--- src/rtl/control_sequencer.sv ---
// control_sequencer
//   Moore-style hardwired control unit for a single-bus datapath. Steps
//   IDLE -> T0..T6 -> T0/HALT, one step per rising clk. T0..T2 fetch the
//   instruction, T3 onward execute it using opcode/register fields latched
//   from IR on the T2->T3 edge. Every output is decoded from the current
//   state and the latched fields only.
//
//   Optional build macro: ILLEGAL_TRAP_EN
//     defined   : an illegal opcode gives a quiet T3, sets the sticky
//                 'illegal' flag and halts.
//     undefined : an illegal opcode gives a quiet T3 and behaves as a NOP.
//
// Ports
//   clk     in   1  rising-edge clock
//   reset   in   1  synchronous active-high reset
//   run     in   1  start fetching from IDLE or HALT
//   stop    in   1  request a halt at the next instruction boundary
//   IR      in  32  instruction register contents from the datapath
//   r_in    out 16  one-hot register load strobes (bit n = Rn in)
//   r_out   out 16  one-hot register drive strobes (bit n = Rn out)
//   alu_op  out 13  one-hot ALU op: AND OR ADD SUB MUL DIV SHR SHRA SHL ROR ROL NEG NOT
//   ctl     out 16  PCout MARin IncPC Zin Zlowout Zhighout PCin Read
//                   MDRin MDRout IRin Yin HIin LOin HIout LOout
//   halted  out  1  high while in HALT
//   illegal out  1  sticky illegal-opcode flag
module control_sequencer (
    input  logic        clk,
    input  logic        reset,
    input  logic        run,
    input  logic        stop,
    input  logic [31:0] IR,
    output logic [15:0] r_in,
    output logic [15:0] r_out,
    output logic [12:0] alu_op,
    output logic [15:0] ctl,
    output logic        halted,
    output logic        illegal
);

    localparam logic [3:0] S_IDLE = 4'd0;
    localparam logic [3:0] S_T0   = 4'd1;
    localparam logic [3:0] S_T1   = 4'd2;
    localparam logic [3:0] S_T2   = 4'd3;
    localparam logic [3:0] S_T3   = 4'd4;
    localparam logic [3:0] S_T4   = 4'd5;
    localparam logic [3:0] S_T5   = 4'd6;
    localparam logic [3:0] S_T6   = 4'd7;
    localparam logic [3:0] S_HALT = 4'd8;

    localparam logic [4:0] OP_ADD  = 5'b00011;
    localparam logic [4:0] OP_SUB  = 5'b00100;
    localparam logic [4:0] OP_AND  = 5'b00101;
    localparam logic [4:0] OP_OR   = 5'b00110;
    localparam logic [4:0] OP_ROR  = 5'b00111;
    localparam logic [4:0] OP_ROL  = 5'b01000;
    localparam logic [4:0] OP_SHR  = 5'b01001;
    localparam logic [4:0] OP_SHRA = 5'b01010;
    localparam logic [4:0] OP_SHL  = 5'b01011;
    localparam logic [4:0] OP_MUL  = 5'b01111;
    localparam logic [4:0] OP_DIV  = 5'b10000;
    localparam logic [4:0] OP_NEG  = 5'b10001;
    localparam logic [4:0] OP_NOT  = 5'b10010;

    localparam int unsigned ALU_AND  = 0;
    localparam int unsigned ALU_OR   = 1;
    localparam int unsigned ALU_ADD  = 2;
    localparam int unsigned ALU_SUB  = 3;
    localparam int unsigned ALU_MUL  = 4;
    localparam int unsigned ALU_DIV  = 5;
    localparam int unsigned ALU_SHR  = 6;
    localparam int unsigned ALU_SHRA = 7;
    localparam int unsigned ALU_SHL  = 8;
    localparam int unsigned ALU_ROR  = 9;
    localparam int unsigned ALU_ROL  = 10;
    localparam int unsigned ALU_NEG  = 11;
    localparam int unsigned ALU_NOT  = 12;

    localparam int unsigned C_PCOUT   = 0;
    localparam int unsigned C_MARIN   = 1;
    localparam int unsigned C_INCPC   = 2;
    localparam int unsigned C_ZIN     = 3;
    localparam int unsigned C_ZLOWOUT = 4;
    localparam int unsigned C_ZHIGHOUT= 5;
    localparam int unsigned C_PCIN    = 6;
    localparam int unsigned C_READ    = 7;
    localparam int unsigned C_MDRIN   = 8;
    localparam int unsigned C_MDROUT  = 9;
    localparam int unsigned C_IRIN    = 10;
    localparam int unsigned C_YIN     = 11;
    localparam int unsigned C_HIIN    = 12;
    localparam int unsigned C_LOIN    = 13;

    logic [3:0]  state;
    logic [3:0]  state_nxt;
    logic [4:0]  op_q;
    logic [3:0]  ra_q;
    logic [3:0]  rb_q;
    logic [3:0]  rc_q;
    logic        pending;
    logic        illegal_q;

    logic [12:0] alu_sel;
    logic        is_legal;
    logic        is_unary;
    logic        is_muldiv;
    logic        last_step;
    logic        trap;

    // IR[14:0] carries no information for this instruction set.
    logic        unused_ir;
    assign unused_ir = ^IR[14:0];

    function automatic logic [15:0] onehot16(input logic [3:0] idx);
        onehot16 = 16'h0001 << idx;
    endfunction

    // Opcode classification from the latched opcode.
    always_comb begin
        alu_sel   = '0;
        is_legal  = 1'b1;
        is_unary  = 1'b0;
        is_muldiv = 1'b0;
        case (op_q)
            OP_ADD:  alu_sel[ALU_ADD]  = 1'b1;
            OP_SUB:  alu_sel[ALU_SUB]  = 1'b1;
            OP_AND:  alu_sel[ALU_AND]  = 1'b1;
            OP_OR:   alu_sel[ALU_OR]   = 1'b1;
            OP_ROR:  alu_sel[ALU_ROR]  = 1'b1;
            OP_ROL:  alu_sel[ALU_ROL]  = 1'b1;
            OP_SHR:  alu_sel[ALU_SHR]  = 1'b1;
            OP_SHRA: alu_sel[ALU_SHRA] = 1'b1;
            OP_SHL:  alu_sel[ALU_SHL]  = 1'b1;
            OP_MUL: begin alu_sel[ALU_MUL] = 1'b1; is_muldiv = 1'b1; end
            OP_DIV: begin alu_sel[ALU_DIV] = 1'b1; is_muldiv = 1'b1; end
            OP_NEG: begin alu_sel[ALU_NEG] = 1'b1; is_unary  = 1'b1; end
            OP_NOT: begin alu_sel[ALU_NOT] = 1'b1; is_unary  = 1'b1; end
            default: is_legal = 1'b0;
        endcase
    end

    // Next-state logic. last_step marks the final step of an instruction,
    // where a pending (or same-cycle) stop diverts to HALT instead of T0.
    always_comb begin
        state_nxt = state;
        last_step = 1'b0;
        trap      = 1'b0;
        case (state)
            S_IDLE, S_HALT: if (run && !stop) state_nxt = S_T0;
            S_T0: state_nxt = S_T1;
            S_T1: state_nxt = S_T2;
            S_T2: state_nxt = S_T3;
            S_T3: begin
                if (!is_legal) begin
`ifdef ILLEGAL_TRAP_EN
                    trap      = 1'b1;
`else
                    last_step = 1'b1;
`endif
                end else begin
                    state_nxt = S_T4;
                end
            end
            S_T4: if (is_unary) last_step = 1'b1; else state_nxt = S_T5;
            S_T5: if (is_muldiv) state_nxt = S_T6; else last_step = 1'b1;
            S_T6: last_step = 1'b1;
            default: state_nxt = S_IDLE;
        endcase
        if (last_step || trap)
            state_nxt = (trap || pending || stop) ? S_HALT : S_T0;
    end

    always_ff @(posedge clk) begin
        if (reset) begin
            state     <= S_IDLE;
            op_q      <= '0;
            ra_q      <= '0;
            rb_q      <= '0;
            rc_q      <= '0;
            pending   <= 1'b0;
            illegal_q <= 1'b0;
        end else begin
            state <= state_nxt;
            if (state == S_T2) begin
                op_q <= IR[31:27];
                ra_q <= IR[26:23];
                rb_q <= IR[22:19];
                rc_q <= IR[18:15];
            end
            if (state == S_IDLE || state == S_HALT || last_step || trap)
                pending <= 1'b0;
            else
                pending <= pending | stop;
`ifdef ILLEGAL_TRAP_EN
            if (trap)
                illegal_q <= 1'b1;
`endif
        end
    end

    // Output decode: state plus latched instruction fields only.
    always_comb begin
        r_in   = '0;
        r_out  = '0;
        alu_op = '0;
        ctl    = '0;
        case (state)
            S_T0: begin
                ctl[C_PCOUT] = 1'b1;
                ctl[C_MARIN] = 1'b1;
                ctl[C_INCPC] = 1'b1;
                ctl[C_ZIN]   = 1'b1;
            end
            S_T1: begin
                ctl[C_ZLOWOUT] = 1'b1;
                ctl[C_PCIN]    = 1'b1;
                ctl[C_READ]    = 1'b1;
                ctl[C_MDRIN]   = 1'b1;
            end
            S_T2: begin
                ctl[C_MDROUT] = 1'b1;
                ctl[C_IRIN]   = 1'b1;
            end
            S_T3: begin
                if (is_legal) begin
                    if (is_unary) begin
                        r_out      = onehot16(rb_q);
                        alu_op     = alu_sel;
                        ctl[C_ZIN] = 1'b1;
                    end else begin
                        r_out      = onehot16(is_muldiv ? ra_q : rb_q);
                        ctl[C_YIN] = 1'b1;
                    end
                end
            end
            S_T4: begin
                if (is_unary) begin
                    ctl[C_ZLOWOUT] = 1'b1;
                    r_in           = onehot16(ra_q);
                end else begin
                    r_out      = onehot16(is_muldiv ? rb_q : rc_q);
                    alu_op     = alu_sel;
                    ctl[C_ZIN] = 1'b1;
                end
            end
            S_T5: begin
                ctl[C_ZLOWOUT] = 1'b1;
                if (is_muldiv) ctl[C_LOIN] = 1'b1;
                else           r_in        = onehot16(ra_q);
            end
            S_T6: begin
                ctl[C_ZHIGHOUT] = 1'b1;
                ctl[C_HIIN]     = 1'b1;
            end
            default: ;
        endcase
    end

    assign halted  = (state == S_HALT);
    assign illegal = illegal_q;

endmodule

--- config.mk ---
export PLATFORM = sky130hd
export DESIGN_NAME = control_sequencer
export DESIGN_NICKNAME = d
export VERILOG_FILES = /design/src/rtl/control_sequencer.sv
export SDC_FILE = /design/constraint.sdc
export NUM_CORES = 1
export LEC_CHECK = 0
export CAP_MARGIN = 20
export CORE_MARGIN = 2
export CORE_UTILIZATION = 43
export DETAILED_ROUTE_END_ITERATION = 10
export GPL_TIMING_DRIVEN = 0
export PLACE_DENSITY = 0.84
export SYNTH_ARGS = -nofsm -noshare
export SYNTH_HDL_FRONTEND = slang
export SYNTH_SLANG_ARGS = --single-unit
--- constraint.sdc ---
create_clock -name clk -period 2.4 [get_ports clk]
set_input_delay 0.48 -clock clk [delete_from_list [all_inputs] [get_ports clk]]
set_output_delay 0.48 -clock clk [all_outputs]
set_load 0.01 [all_outputs]
Word level (Yosys, flattened, before mapping)
Cells that the tools add are included.
Storage, ports and cells
  bits in latches: 0
  bits of input ports: 36
  flip-flop bits (word level): 22
  memory bits (read-only): 0
  word-level logic and storage cells: 102
  output and inout bits: 63
  bits in writable memories: 0
  memories kept: 0
Cells by class
  $add $sub $neg: 0
  shift-type cells: 4
  magnitude comparators: 0
  equal/unequal tests: 26
  div/mod/pow operators: 0
  multiplexer cells: 52
  bitwise logic cells: 1
  multipliers: 0
  reductions and logical operators: 13
Operators with widths (number)
  16-bit two-way mux: 5
  16-bit one-hot mux with 2 select lines: 2
  1-bit by 4-bit left shift with 16-bit output (first input constant): 4
  13-bit two-way mux: 3
  4-bit two-way mux: 8
  4-bit one-hot mux with 8 select lines: 1
  1-bit two-way mux: 26
  13-bit one-hot mux with 2 select lines: 1
  5-bit by 4-bit == test with 1-bit output (second input constant): 5
  5-bit by 3-bit == test with 1-bit output (second input constant): 4
  4-bit by 3-bit == test with 1-bit output (second input constant): 4
  5-bit == test (second input constant): 3
  13-bit OR reduction: 1
  3-bit != test (second input constant): 4
  2-bit OR reduction: 5
  4-bit by 2-bit == test with 1-bit output (second input constant): 2
  3-bit two-way mux: 2
  5-bit by 2-bit == test with 1-bit output (second input constant): 1
  5-bit AND reduction: 1
  4-bit by 1-bit == test with 1-bit output (second input constant): 1
  4-bit == test (second input constant): 1
  4-bit zero test: 1
  1-bit one-hot mux with 4 select lines: 1
  1-bit logical OR: 3
  other kinds (7): 7

Longest topological paths before layout
Gate-level depths: netlist (run 1).
  word-level depth: 8
  mapped depth: 8

Least setup slack after synthesis (run 1)
No wires, ideal clock.
  path type: reg2out
  start point: register state[3]
  end point: output r_out[12]
  path buffers: 2
  stages on the path, launching flop included: 8
  setup slack: 131 ps
  data required time: 1920 ps
  arrival: 1789 ps
  cells stage by stage: dfxtp_1 buf_2 nand2b_4 or3_4 o32ai_4 buf_6 nand4_1 a32oi_1
On the way
  longest elaborated chain between the ends: 2
Ends and longest elaborated chain
  from (decl): line 93  | logic [3:0] state;
  from (signal assigned): line 182  | state <= state_nxt;
  4-bit by 3-bit == test with 1-bit output: line 206  | case (state)
  16-bit one-hot mux with 2 select lines (*): line 206
  to (decl): line 33  | output logic [15:0] r_out,
Mark *: on every way between the ends. The rest lies on a longest branch, timed or not.

Worst setup path after layout (run 1)
  start point: register state[3]
  end point: output r_out[11]
Same word-level chain as after synthesis.

==> reports/qor.txt, run 1 <==
Outcome: complete, but fails checks
Failing checks: setup timing
First-pass DRT Iterations: 7
Critical-path maximum fanout: 5
Final min period: 2.84 ns
Worst Hold Class: reg -> reg
RSZ-0062 raised after global routing: true
Worst-Skew Late Latency: 0.27 ns
Dpl cells: 488
Met1 Resource Use GR: 0.374
Synth async-reset ratio: 0
Most frequent cell after synthesis: nand2_1
IO Count: 99
Post-synthesis area per instance: 6.55 um^2
Maximum VDD drop: 0.236 mV
CP Launch Type: register
Largest net degree at the start of global routing: 15
Die H: 75.5 um
Die X: 75.5 um
Ant. Diodes: 0
Data arrival time of the worst path: 2.36 ns
Register-to-Register Setup Slack: 0.29 ns
Final hold violation count: 0
Mapped Area: 2200 um^2
# port buffers: 80
EDFF count, synth: 0
Cell Count, Final, Fillers Out: 532
Initial DRC count: 566
Maximum clock insertion buffer count: 2
RD Place Congestion: 0.989
Post-layout util: 0.775
Vias per cell: 6.14
RR Startpoint: state[1]
CTS root buffer: clkbuf_8
Via count: 3264
Reg-to-reg critical path endpoint: state[3]
Post-synth top area cell: dfxtp_1
Slew margin rel.: 0.527
Clk_skew: 0.00568 ns
Fin nets: 499
First-pass GRT wire length: 13100 um
Max-slew violation count: 0
Layout cells sized above 1: 0.403
CTS H-tree lvls: 1
Grt met2 use: 0.491
Flops & latches, synth: 22
Wire length per cell: 18.5 um
Row cnt: 26
Drt drc: 0
Power Dens Cells: 268 nW/um^2
Worst-path clk slew: 0.09 ns
Fin Hold WS: 0.508 ns
Final WL: 9830 um
Vias in the first global route: 2791
Yosys cell types: 52
Post-synth top cells: nand2_1, nor2_1, a21oi_1
Total track usage: 0.289
Worst Max-Slew Pin Slew: 0.707 ns
Die area: 5700 um^2
DP HPWL: 5250 um
Routed Antenna Nets: 0
Critical path required time: 1.92 ns
Critical path class: reg -> out
Fmax achieved: 352 MHz
TritonCTS Sinks: 22
Area Overhead vs Synth: 76.6%
Pre-CTS setup slack: -0.616 ns
CTS tree: yes
Final period utilization: 1.18
Maxcap violations: 0
Hold path start: pending
Cts bufs inserted: 3
Synth area leaders: dfxtp_1, nand2_1, a21oi_1
Ys Warns: 0
Pleak: 1.62 nW
Hold Crit Endpoint: pending
Setup-failing EPs final: 34
Total gr overflow: 0
Met3 Use GR: 0.0437
CTS Hold Bufs: 0
Synth Instances: 336
Path depth of the worst reg2reg path: 7
Post-synth top area share: 0.200
Worst hold path stage count: 2
Crit path capture type: output pin
Worst setup margin: -0.440 ns
Starting density of the core: 0.439
Core area: 5010 um^2
Seq/Total Area, Yosys: 0.200
Top_reg_cell synth: dfxtp_1
Busiest grt layer: met2
Initial antenna violation count: 0
## layout by cell type, fill, tap and decap left out, types with 4 or more instances in the layout
cell type	synthesis	final
nor4_1	14	8
clkbuf_1	12	7
nor2_1	40	36
nor2_2	0	4
nand3_1	14	8
nand2b_1	10	8
dfxtp_1	22	15
dfxtp_2	0	4
dlygate4sd2_1	0	10
buf_4	13	39
nor4_4	0	6
clkdlybuf4s50_1	0	27
buf_2	8	34
nor3_2	0	12
nand2_1	52	49
dlymetal6s2s_1	0	7
a221oi_1	7	4
buf_6	1	26
nand3_2	0	5
nor2b_1	14	12
a21oi_1	38	38
nor3_1	19	5
a22oi_2	0	9
a32oi_2	0	4
## critical path, stage by stage (launching register included)
cell and delay, ns:
dfxtp_4 0.35, nand2b_4 0.15, or3_4 0.39, o32ai_4 0.32
buf_6 0.17, buf_6 0.12, buf_6 0.09, nand4_1 0.12
a22oi_1 0.20, buf_2 0.16
## repair_timing
item | CTS | global route
buffers inserted | 35 | 9
pin swaps | 29 | 15
setup endpoints to repair | 57 | 50
gates cloned | 2 | 0
resized for setup | 237 | 61
## state kept, by name, summed over array words and instances (netlist names)
name	count
op_q	5
ra_q	4
rb_q	4
rc_q	4
state	4
pending	1
## metrics by stage
step | setup TNS (ns) | power (mW) | instance area (um^2)
after floorplan | 0 | 0.512 | 2210
after global placement | -15.56 | 0.604 | 3100
after detailed placement | -16.28 | 0.609 | 3100
after CTS | -6.38 | 0.994 | 3610
after global routing | -7.93 | 1.08 | 3880
final | -5.64 | 1.04 | 3880
## cell type report
cell class              instances  area [um^2]
flip-flops and latches         22          457
multi-input cells             273         1950
clock inverters                 1         30.0
well taps                      70         87.6
repair buffers                125         1070
clock buffers                   3         41.3
fillers                       355         1130
inverters                       5         21.3
plain buffers                  33          231
## worst max-delay path by stage
| stage | depth (start not counted) | startpoint | slack (ns) | end |
|---|---|---|---|---|
| 5_1_grt | 9 | state[3] | -0.49 | r_out[11] |
| 3_5_place_dp | 7 | state[2] | -0.62 | r_out[9] |
| 3_3_place_gp | 7 | state[2] | -0.61 | r_out[9] |
| 6_report | 9 | state[3] | -0.44 | r_out[11] |
| 4_1_cts | 9 | state[3] | -0.33 | r_out[11] |
| 2_1_floorplan | 7 | state[3] | 0.13 | r_out[12] |
## where the power goes
group | internal, mW | total (mW) | switching (mW)
clock network | 0.223 | 0.361 | 0.137
registers | 0.372 | 0.383 | 0.0112
logic | 0.148 | 0.297 | 0.149
total | 0.743 | 1.04 | 0.297
## cell families after synthesis
group           synth area share
buf+inv                    0.104
flops                      0.200
simple gates               0.420
xor+xnor                 0.00797
other cells              0.00170
compound gates             0.267
## metal layers
metal / wire [um] / vias to the layer above
li1: - / 1453
met1: 3810 / 1477
met2: 4700 / 263
met3: 863 / 71
met4: 461 / 0
met5: 0 / -
(Power assumes the default switching activity.)
==> inputs of run 2 (changes only) <==
- SETUP_SLACK_MARGIN: unset -> 0.1
==> run 2 against run 1 <==
- the flow still finishes with violations (setup timing)
- maximum frequency is 0.85% lower
- sequential share of layout area hardly changed
- core utilization is 0.80 points lower
- first-iteration DRC count is 27% lower
- die area stayed put
- register-to-register slack worse by 0.08 ns
- critical path type unchanged
==> reports/qor.txt, run 2 (synthesized netlist as in run 1, its figures left out) <==
Max-slew violation count: 0 (unchanged)
Maxcap violations: 0 (unchanged)
Pre-CTS setup slack: -0.616 ns (unchanged)
CTS Hold Bufs: 0 (unchanged)
Die X: 75.5 um (unchanged)
Data arrival time of the worst path: 2.38 ns (+0.02 ns)
Die area: 5700 um^2 (unchanged)
Clk_skew: 0.00765 ns (+0.00197 ns)
Vias in the first global route: 2848 (+2.0%)
Setup-failing EPs final: 39 (+15%)
Total track usage: 0.301 (+0.0129)
Area Overhead vs Synth: 74.7%
Via count: 3286 (+0.67%)
Drt drc: 0 (unchanged)
Worst setup margin: -0.464 ns (-0.0243 ns)
Final hold violation count: 0 (unchanged)
Ant. Diodes: 0 (unchanged)
Register-to-Register Setup Slack: 0.21 ns (-0.08 ns)
Fmax achieved: 349 MHz (-0.85%)
Setup TNS: -9.12 ns (-3.48 ns)
Worst Setup EP: r_out[5]
Maximum clock insertion buffer count: 2 (unchanged)
Largest Register: op_q
CP Launch Type: register
Reg-to-reg critical path endpoint: state[1]
Total gr overflow: 0 (unchanged)
Worst-Skew Late Latency: 0.28 ns (about the same)
CTS root buffer: clkbuf_8
CTS H-tree lvls: 1 (unchanged)
Maximum VDD drop: 0.254 mV (+7.7%)
Worst Max-Slew Pin Slew: 0.754 ns (+0.0464 ns)
Core area: 5010 um^2 (unchanged)
Row cnt: 26 (unchanged)
Critical path required time: 1.92 ns (about the same)
First-pass GRT wire length: 13500 um (+3.2%)
Final period utilization: 1.19 (+0.0101)
Placed cell areas: 3100 um^2 (unchanged)
Power Dens Cells: 267 nW/um^2 (-0.22%)
Routed Antenna Nets: 0 (unchanged)
Vias per cell: 6.13 (about the same)
Slew margin rel.: 0.496 (-0.0310)
Fin Hold WS: 0.493 ns (-0.0159 ns)
IO Count: 99 (unchanged)
Path depth of the worst reg2reg path: 6 (-1)
Wire length per cell: 18.3 um (-1.1%)
DP HPWL: 5250 um (unchanged)
Initial DRC count: 416 (-27%)
Most common cell after layout, fill and taps aside: nand2_1
Critical path class: reg -> out
Outcome: complete, but fails checks
Final min period: 2.86 ns (+0.0243 ns)
Largest net degree at the start of global routing: 14 (-1)
RD Place Congestion: 0.989 (unchanged)
Post-layout util: 0.767 (-0.00799)
Worst Hold Class: reg -> reg
Fin nets: 503 (+0.80%)
Fin area: 3840 um^2 (-1.0%)
Crit path capture type: output pin
CTS tree: yes
RR Startpoint: op_q[0]
Final WL: 9800 um (-0.34%)
Starting density of the core: 0.439 (unchanged)
First-pass DRT Iterations: 5 (-2)
Largest register FFs: 5 (unchanged)
RSZ-0062 raised after global routing: true
# port buffers: 80 (unchanged)
Die H: 75.5 um (unchanged)
Pleak: 1.54 nW (-5.1%)
Failing checks: setup timing
Initial antenna violation count: 0 (unchanged)
Total Power: 1.03 mW (-1.2%)
Cell Count, Final, Fillers Out: 536 (+0.75%)
Cts bufs inserted: 3 (unchanged)
Layout cells sized above 1: 0.408 (+0.00513)
TritonCTS Sinks: 22 (unchanged)
Worst-path clk slew: 0.09 ns (about the same)
Critical-path maximum fanout: 5 (unchanged)
Most frequent cells in the layout: nand2_1, a21oi_1, nor2_1, buf_4, buf_2
Setup crit start: op_q[1]
Dpl cells: 488 (unchanged)
-- run 2: routing by layer --
layer / vias up / GRT usage / share of wire
li1: 1459 / - / -
met1: 1505 / 0.373 / 0.38
met2: 257 / 0.531 / 0.48
met3: 65 / 0.0317 / 0.095
met4: 0 / 0.125 / 0.047
met5: - / 0 / 0
-- run 2: final cells by class --
| class | instances | area, um^2 |
|---|---|---|
| Inverter | 5 | 21.3 |
| Fill cell | 340 | 1170 |
| Tap cell | 70 | 87.6 |
| Clock buffer | 3 | 41.3 |
| Buffer | 36 | 265 |
| Multi-Input combinational cell | 273 | 1890 |
| Clock inverter | 1 | 30.0 |
| Sequential cell | 22 | 453 |
| Timing Repair Buffer | 126 | 1060 |
-- run 2: worst min path at each step --
stage | endpoint | slack (ns) | from | cells after the start
4_1_cts | pending | 0.50 | pending | 2
5_1_grt | op_q[3] | 0.54 | op_q[3] | 2
3_3_place_gp | pending | 0.47 | pending | 2
3_5_place_dp | pending | 0.49 | pending | 2
6_report | pending | 0.49 | pending | 2
2_1_floorplan | pending | 0.46 | pending | 2
-- run 2: where the power goes --
group          total (mW)  leakage [nW]  switching (mW)  internal, mW
logic               0.278          1.32           0.141         0.137
clock network       0.367        0.0357           0.144         0.224
registers           0.383         0.181         0.00992         0.373
total                1.03          1.54           0.294         0.733
-- run 2: what timing repair did --
item,4_1_cts,5_1_grt
cloned,1,1
resized for setup,233,76
pin swaps,21,20
hold endpoints to repair,0,0
endpoints found under the setup margin,59,57
buffers inserted,33,12
-- run 2: critical path, stage by stage (launching register included) --
cell	delay, ns
dfxtp_2	0.33
buf_6	0.12
nand2_1	0.11
a21boi_0	0.41
o32ai_4	0.20
buf_6	0.17
buf_6	0.11
buf_4	0.13
buf_6	0.11
a221oi_2	0.21
a21oi_1	0.06
buf_2	0.14
==> inputs of run 3 (changes only) <==
- ABC_AREA: unset -> 1
- CORE_UTILIZATION: 43 -> 39
- PLACE_DENSITY: 0.84 -> 0.83
==> run 3 against run 2 <==
- the run still ends with setup timing left
- total power is 67% higher
- final area decreased by 14%
- global-route usage shrank 3.7 points
- non-clock buffer count decreased by 31
- sequential share of layout area rose by 2.1 points
- core utilization shrank 0.98 points
- critical endpoint is now r_out[8]
- largest cell class unchanged
==> reports/qor.txt, run 3 <==
Hold path start: state[3]
Synth async-reset ratio: 0 (unchanged)
Layout cells sized above 1: 0.475 (+0.0673)
Yosys cell types: 26 (-50%)
Slew margin rel.: 0.641 (+0.145)
RD Place Congestion: 0.923 (-6.7%)
TritonCTS Sinks: 22 (unchanged)
Post-synth top area cell: dfxtp_1
Vias in the first global route: 2416 (-15%)
Final period utilization: 1.10 (-0.0895)
Seq/Total Area, Yosys: 0.246 (+0.0459)
Fin Hold WS: 0.509 ns (+0.0160 ns)
DP HPWL: 4230 um (-19%)
Critical path required time: 1.92 ns (about the same)
# port buffers: 80 (unchanged)
Mapped Area: 1790 um^2 (-19%)
CTS root buffer: clkbuf_8
Largest net degree at the start of global routing: 13 (-1)
EDFF count, synth: 0 (unchanged)
Most frequent cells in the layout: nand2_1, buf_4, nor2_1, buf_2, clkdlybuf4s50_1
Top_reg_cell synth: dfxtp_1
Largest Register: op_q
Data arrival time of the worst path: 2.17 ns (-0.21 ns)
Worst setup margin: -0.250 ns (+0.215 ns)
Fmax achieved: 377 MHz (+8.1%)
Maximum clock insertion buffer count: 2 (unchanged)
Vias per cell: 5.66 (-7.7%)
Reg-to-reg critical path endpoint: state[0]
Total Power: 1.71 mW (+67%)
Worst Hold Class: reg -> reg
Cell Count, Final, Fillers Out: 492 (-8.2%)
Dpl cells: 452 (-7.4%)
Path depth of the worst reg2reg path: 14 (+8)
Synth area leaders: dfxtp_1, nand2_1, nor2_1
Most common cell after layout, fill and taps aside: nand2_1
Core area: 4380 um^2 (-12%)
Critical path class: reg -> out
Fin area: 3320 um^2 (-14%)
CP Launch Type: register
Failing checks: setup timing
Final WL: 8410 um (-14%)
Routed Antenna Nets: 0 (unchanged)
Flops & latches, synth: 22 (unchanged)
Die H: 71.7 um (-5.0%)
Area Overhead vs Synth: 85.6%
Hold Crit Endpoint: state[3]
Power Dens Cells: 516 nW/um^2 (+93%)
Initial DRC count: 260 (-38%)
Largest register FFs: 5 (unchanged)
Post-synth top area share: 0.246 (+0.0459)
Post-synthesis area per instance: 5.63 um^2 (-14%)
IO Count: 99 (unchanged)
Die area: 5150 um^2 (-9.8%)
CTS Hold Bufs: 0 (unchanged)
RSZ-0062 raised after global routing: true
Max-slew violation count: 0 (unchanged)
Worst-path clk slew: 0.08 ns (about the same)
Cts bufs inserted: 3 (unchanged)
Outcome: complete, but fails checks
Row cnt: 24 (-7.7%)
Worst Max-Slew Pin Slew: 0.538 ns (-0.216 ns)
Final min period: 2.65 ns (-0.215 ns)
Setup-failing EPs final: 33 (-15%)
Clk_skew: 0.00620 ns (-0.00145 ns)
Critical-path maximum fanout: 5 (unchanged)
Worst hold path stage count: 2 (unchanged)
Ant. Diodes: 0 (unchanged)
Pleak: 1.54 nW (+0.41%)
Starting density of the core: 0.408 (-0.0310)
Maximum VDD drop: 0.533 mV (+110%)
Wire length per cell: 17.1 um (-6.4%)
Ys Warns: 0 (unchanged)
First-pass GRT wire length: 11000 um (-18%)
RR Startpoint: op_q[3]
Synth Instances: 318 (-5.4%)
Initial antenna violation count: 0 (unchanged)
Post-synth top cells: nand2_1, nor2_1, inv_1
Worst-Skew Late Latency: 0.27 ns (about the same)
Most frequent cell after synthesis: nand2_1
CTS tree: yes
Total gr overflow: 0 (unchanged)
CTS H-tree lvls: 1 (unchanged)
First-pass DRT Iterations: 5 (unchanged)
Via count: 2784 (-15%)
Placed cell areas: 2660 um^2 (-14%)
Fin nets: 477 (-5.2%)
Die X: 71.7 um (-5.0%)
Maxcap violations: 0 (unchanged)
Total track usage: 0.264 (-0.0370)
Drt drc: 0 (unchanged)
Register-to-Register Setup Slack: 0.56 ns (+0.35 ns)
Final hold violation count: 0 (unchanged)
Crit path capture type: output pin
run 3: worst max-delay path by stage:
stage	from	endpoint	slack, ns	depth (start not counted)
after floorplan	op_q[4]	r_out[0]	0.36	11
after global placement	state[0]	r_out[14]	-0.31	8
after detailed placement	state[0]	r_out[12]	-0.37	8
after CTS	op_q[0]	r_out[10]	-0.11	13
after global routing	op_q[0]	r_out[8]	-0.30	13
final	op_q[2]	r_out[8]	-0.25	14
run 3: repair_timing:
| item | in CTS | in global routing |
|---|---|---|
| buffers inserted | 25 | 12 |
| pin swaps | 16 | 30 |
| endpoints found under the setup margin | 52 | 47 |
| cloned | 1 | 0 |
| gates resized for setup | 208 | 113 |
run 3: worst max-delay path: stages, from the launching register on:
cell and delay (ns):
dfxtp_4 0.36, inv_4 0.07, nand2_4 0.06, nor2_4 0.14, nand2_4 0.08, nand2_4 0.12
buf_12 0.12, buf_8 0.12, nand2_2 0.08, o21ai_4 0.10, inv_2 0.09, nor2_4 0.12
nand2_2 0.07, o21ai_1 0.18, buf_2 0.19
run 3: cells by family after synthesis:
| kind of cell | synth area share |
|---|---|
| and+or+nand+nor | 0.441 |
| AOI/OAI and AO/OA | 0.176 |
| buffers and inverters | 0.135 |
| DFF | 0.246 |
| other | 0.00210 |
run 3: layout make-up:
type                       count  area (um^2)
timing repair buffer         116          908
tap                           52         65.1
inverter                      37          156
fill                         301         1060
multi-input combinational    246         1570
sequential                    22          460
buffer                        15          109
clock buffer                   4         55.1
run 3: routing by layer:
| layer | track usage | part of all wire | wire (um) |
|---|---|---|---|
| met5 | 0 | 0 | 0 |
| met4 | 0.0776 | 0.043 | 359 |
| met3 | 0.0563 | 0.093 | 783 |
| met2 | 0.472 | 0.50 | 4240 |
| met1 | 0.317 | 0.36 | 3030 |
run 3: report_power, final:
group          internal [mW]  switching (mW)
sequential             0.420          0.0568
combinational          0.404           0.564
clock                  0.146           0.122
run 3: through the flow:
stage / TNS [ns] / utilization / worst slack [ns]
after detailed placement: -8.76 / 0.607 / -0.370
after global placement: -7.54 / 0.607 / -0.314
final: -3.18 / 0.757 / -0.250
after CTS: -0.874 / 0.710 / -0.107
after global routing: -5.13 / 0.757 / -0.300
after floorplan: 0 / - / 0.363
